[src/rtl/pmipsl0.sv]
// pmipsl0: single-cycle 16-bit MIPS-like core with 17-bit instructions and eight 16-bit registers.
// Each instruction is fetched and executed in one cycle; PC and register writes commit on the rising clock edge.
module pmipsl0 (
  input  logic        clock,
  input  logic        reset,
  output logic [15:0] imemaddr,
  output logic [15:0] dmemaddr,
  output logic [15:0] dmemwdata,
  output logic        dmemwrite,
  output logic        dmemread,
  output logic [15:0] aluresult,
  input  logic [16:0] imemrdata,
  input  logic [15:0] dmemrdata,
  output logic [15:0] probe1,
  output logic [15:0] probe2,
  output logic [15:0] probe3
);

  logic [15:0] r_pc;
  logic [15:0] r_regs [8];

  logic [3:0]  w_op;
  logic [2:0]  w_rs;
  logic [2:0]  w_rt;
  logic [2:0]  w_rd;
  logic [3:0]  w_funct;
  logic [15:0] w_sext;
  logic [15:0] w_zext;
  logic [15:0] w_a;
  logic [15:0] w_b;
  logic [15:0] w_alu;
  logic [15:0] w_pc2;
  logic [15:0] w_npc;
  logic        w_we;
  logic [2:0]  w_wa;
  logic [15:0] w_wd;

  assign w_op    = imemrdata[16:13];
  assign w_rs    = imemrdata[12:10];
  assign w_rt    = imemrdata[9:7];
  assign w_rd    = imemrdata[6:4];
  assign w_funct = imemrdata[3:0];
  assign w_sext  = {{9{imemrdata[6]}}, imemrdata[6:0]};
  assign w_zext  = {9'd0, imemrdata[6:0]};

  // Entry 0 is cleared at reset and never written, so it always reads zero.
  assign w_a = r_regs[w_rs];
  assign w_b = r_regs[w_rt];

  always_comb begin
    w_alu = '0;
    case (w_op)
      4'd0: begin
        case (w_funct)
          4'd0:    w_alu = w_a + w_b;
          4'd1:    w_alu = w_a - w_b;
          4'd2:    w_alu = w_a & w_b;
          4'd3:    w_alu = w_a | w_b;
          4'd4:    w_alu = {15'd0, $signed(w_a) < $signed(w_b)};
          default: w_alu = '0;
        endcase
      end
      4'd2, 4'd3:       w_alu = w_a - w_b;
      4'd4, 4'd5, 4'd6: w_alu = w_a + w_sext;
      4'd7:             w_alu = w_a & w_zext;
      default:          w_alu = '0;
    endcase
  end

  assign w_pc2 = r_pc + 16'd2;

  always_comb begin
    w_npc = w_pc2;
    case (w_op)
      4'd1: w_npc = {w_pc2[15:14], imemrdata[12:0], 1'b0};
      4'd2: if (w_alu == 16'd0) w_npc = w_pc2 + (w_sext << 1);
      4'd3: if (w_alu != 16'd0) w_npc = w_pc2 + (w_sext << 1);
      default: w_npc = w_pc2;
    endcase
  end

  always_comb begin
    w_we = 1'b0;
    w_wa = w_rt;
    w_wd = w_alu;
    case (w_op)
      4'd0: begin
        w_wa = w_rd;
        w_we = (w_funct <= 4'd4);
      end
      4'd4: begin
        w_we = 1'b1;
        w_wd = dmemrdata;
      end
      4'd6, 4'd7: w_we = 1'b1;
      default: w_we = 1'b0;
    endcase
  end

  always_ff @(posedge clock or negedge reset) begin
    if (!reset) begin
      r_pc <= '0;
      for (int i = 0; i < 8; i++) r_regs[i] <= '0;
    end else begin
      r_pc <= w_npc;
      if (w_we && (w_wa != 3'd0)) r_regs[w_wa] <= w_wd;
    end
  end

  assign imemaddr  = r_pc;
  assign aluresult = w_alu;
  assign dmemaddr  = w_alu;
  assign dmemwdata = w_b;
  // Strobes are forced low while reset is held so no device sees a stray access.
  assign dmemread  = reset && (w_op == 4'd4);
  assign dmemwrite = reset && (w_op == 4'd5);
  assign probe1    = r_regs[5];
  assign probe2    = r_regs[6];
  assign probe3    = r_regs[7];

endmodule

[config.mk]
export PLATFORM = sky130hd
export DESIGN_NAME = pmipsl0
export DESIGN_NICKNAME = d
export VERILOG_FILES = /design/src/rtl/pmipsl0.sv
export SDC_FILE = /design/constraint.sdc
export NUM_CORES = 1
export LEC_CHECK = 0
export ABC_AREA = 0
export CAP_MARGIN = 10
export CORE_ASPECT_RATIO = 1.1
export CORE_MARGIN = 5
export CORE_UTILIZATION = 60
export CTS_CLUSTER_SIZE = 16
export DETAILED_ROUTE_END_ITERATION = 10
export HOLD_SLACK_MARGIN = 0.1
export PLACE_DENSITY = 0.93
export SYNTH_ARGS = -nofsm -noshare
export SYNTH_HDL_FRONTEND = slang
export SYNTH_SLANG_ARGS = --single-unit
[constraint.sdc]
create_clock -name clock -period 14.3 [get_ports clock]
set_input_delay 2.86 -clock clock [delete_from_list [all_inputs] [get_ports clock]]
set_output_delay 2.86 -clock clock [all_outputs]
set_load 0.01 [all_outputs]
==> flow_summary.toml <==
[sta]
hold_viol = 0
maxSlewHeadroom_pct = 18.1
finalMaxSlewViolations = 0
min_period_over_period_pct = 74.4
fmaxAchievable_mhz = 93.9
setup_viol = 0
fin_ws_ps = 3650
period_needed_ps = 10650
tns_ps = 0
rsz0062_at_grt = "false"
tightest_slew_ps = 1220
skew_ps = 15.3

[clocking]
insertion_delay_ps = 440
cts.path.max_buffers = 2
clock-sinks = 143
htreeDepth = 4
clkTransAtPathRegs_ps = 70
ctsResizeCount = 0
ctsRootBufferMaster = "clkbuf_16"
holdBufCountCts = 0
cts_tree = "built"
cts_setup_buffers = 0
cts_buffers = 17

[global_routing]
busiest_layer = "met2"
grt_max_degree = 82
grt_pass1_wl_um = 64000
grt_overflow = 0
antenna_found_initial = 0
met3_usage_pct = 10.2
globalRouteMet2Util_pct = 55.6
grt_pass1_vias = 10800
grt.met1_usage_pct = 44.9
grt_use_total_pct = 34.8

[setup_path]
crit_top_cell = "clkdlybuf4s50_1"
crit_type = "input port to output port"
path_cells = "clkdlybuf4s50_1, buf_4, mux4_2, mux2i_1, ha_1, and3_1, nand2_1, a211oi_1, o31ai_1, xnor2_1, a22oi_1, o221ai_1, clkdlybuf4s50_1"
r2r_slack_ps = 8580
cp.arrival_ps = 7790
cp_slowest_cell = "a211oi_1"
critPathMaxStageDelay_ps = 680
cp.required_ps = 11440
start_kind = "input port"
crit_fanout = 37
crit_path_end_kind = "output port"

[yosys]
synth_area_leaders = "dfrtp_1 (29%), mux4_2 (12%), ha_1 (7.9%), mux2_2 (6.6%), mux2i_1 (4.7%)"
synth.top_cell.area_share_pct = 28.9
synthFlopType = "dfrtp_1"
synth_cell_type_count = 78
synth-async-reset-ratio_pct = 100
synth_edf_count = 0
synth_area_mm2 = 0.0124
yosys_warnings = 0
yosysTopAreaCell = "dfrtp_1"
synthCells = 1278
seq_area_frac_synth_pct = 28.9
synth_seq_cells = 143
avgSynthCellArea_um2 = 9.68
syn-num-nets = 1395

[place]
gp_congestion = 1.02
dp_hpwl_um = 30000
io_buffers = 147
placed_cells = 1544
pre_cts_slack_ps = 3880

[floorplanning]
chipHeight_um = 161
die-area_mm2 = 0.0236
io_pins = 149
rows = 55
core_mm2 = 0.0204
die_w_um = 147
start_util_pct = 60.5

[cells_and_area]
antennaDiodeCount = 0
fillers = 1448
multi_input_area_mm2 = 0.00765
drive_above_1_share_pct = 15.7
nets = 1426
syn_to_final_growth_pct = 13.0
regArea_mm2 = 0.00358
final_util_pct = 68.4
stdcell_count = 1578

[power_and_ir_drop]
power.switching_w = 0.00121
p_int_w = 0.00148
power_density_mw_per_mm2 = 193
p_sw_share_pct = 45.1
combPwrFrac_pct = 59.9
power_frac_clock_pct = 15.9
max-vdd-ir-drop_v = 0.000119
p_leak_nw = 6.45
seqPwrFrac_pct = 24.1

[route]
firstDrtPassIters = 7
drc = 0
wl_per_cell_um = 26.1
ant_nets = 0
drtIter0Drc = 1354
wirelength_um = 41100
vias_per_cell = 6.94
vias = 11000

[flow_run]
maxCapViolations = 0

[hold_path]
hp-class = "register to register"

[run_status]
status = "finished, final reports clean"
metal layers:
| layer | routed length (um) | up-vias | part of all wire (%) |
|---|---|---|---|
| li1 | - | 4660 | - |
| met1 | 15400 | 5270 | 37 |
| met2 | 19200 | 826 | 47 |
| met3 | 4680 | 195 | 11 |
| met4 | 1900 | 0 | 4.6 |
| met5 | 0 | - | 0 |
final cells by class:
type | instances | share of cell area (%)
inverters | 80 | 2.15
well taps | 256 | 2.29
repair buffers | 161 | 11.2
clock inverters | 14 | 0.877
multi-input cells | 906 | 54.8
flip-flops and latches | 143 | 25.6
clock buffers | 18 | 3.14
logic make-up (layout without fill, tap and decap cells):
group / after synthesis / count (layout) / share of synthesized area, %
mux: 195 / 195 / 23.1
other cells: 1 / 1 / 0.0303
compound gates: 268 / 268 / 14.4
fa+ha+maj: 82 / 82 / 8.54
simple gates: 308 / 308 / 12.1
buf+inv: 229 / 273 / 9.19
flops: 143 / 143 / 28.9
xor+xnor: 52 / 52 / 3.68
worst max-delay path: cells and delay by family:
kind                     cells  cell delay (ps)
buffers and inverters        3             1510
AO/OA/AOI/OAI                4             1330
multiplexers                 2             1030
adder cells (fa/ha/maj)      1              490
AND/OR/NAND/NOR              2              360
XOR/XNOR                     1              160
synth_stat cells, drive strengths merged (32+ instances only):
cell type	number
dfrtp	143
a21oi	51
inv	80
nand2	111
clkbuf	59
o21ai	83
nor2	55
mux4	64
nand3	32
mux2i	59
ha	78
mux2	72
buf	90
metrics by stage:
| step | power [W] | instance area (um2) | hold WS, ps |
|---|---|---|---|
| 3_3_place_gp | 0.00215 | 13400 | 376 |
| 4_1_cts | 0.00265 | 14000 | 398 |
| 3_5_place_dp | 0.00221 | 13400 | 385 |
| 5_1_grt | 0.00284 | 14000 | 411 |
| 2_1_floorplan | 0.00170 | 12400 | 441 |
| 6_report | 0.00269 | 14000 | 401 |
layout by cell type, fill, tap and decap left out, drive strengths merged, types with 9 or more instances in the layout:
master | netlist | layout
xor2 | 21 | 21
nor3 | 21 | 21
o21ai | 83 | 83
nand2b | 14 | 14
o31ai | 11 | 11
a21o | 13 | 13
mux4 | 64 | 64
and3 | 12 | 12
dfrtp | 143 | 143
buf | 90 | 17
nand3 | 32 | 32
ha | 78 | 78
a21oi | 51 | 51
nand2 | 111 | 111
clkbuf | 59 | 19
xnor2 | 31 | 31
o211ai | 13 | 13
or3 | 9 | 9
nor2b | 11 | 11
a31oi | 11 | 11
mux2i | 59 | 59
or2 | 9 | 9
a221o | 9 | 9
mux2 | 72 | 72
nor2 | 55 | 55
clkdlybuf4s50 | 0 | 143
inv | 80 | 87
worst paths after layout:
| check | start | cells past startpoint | end |
|---|---|---|---|
| max | imemrdata[8] | 13 | dmemaddr[15] |
| min | r_regs[122]$_DFFE_PN0P_ | 0 | r_regs[122]$_DFFE_PN0P_ |
| max reg2reg | probe3[11]$_DFFE_PN0P_ | 15 | imemaddr[4]$_DFF_PN0_ |
| min reg2reg | r_regs[122]$_DFFE_PN0P_ | 0 | r_regs[122]$_DFFE_PN0P_ |
| max in group asynchronous | reset | 2 | r_regs[124]$_DFFE_PN0P_ |
| min in group asynchronous | reset | 1 | r_regs[78]$_DFFE_PN0P_ |
power by group through the flow:
stage / clock network, W / registers (W) / logic, W
floorplan: 0 / 0.000607 / 0.00109
global placement: 0 / 0.000627 / 0.00152
detailed placement: 0 / 0.000643 / 0.00156
CTS: 0.000426 / 0.000642 / 0.00158
global route: 0.000445 / 0.000660 / 0.00173
finish: 0.000429 / 0.000650 / 0.00161
flip-flops by register name, summed over array words and instances, names as in the netlist:
name,cells
r_regs,80
probe1,16
probe2,16
probe3,16
imemaddr,15
Power figures use the tool's default switching activity.
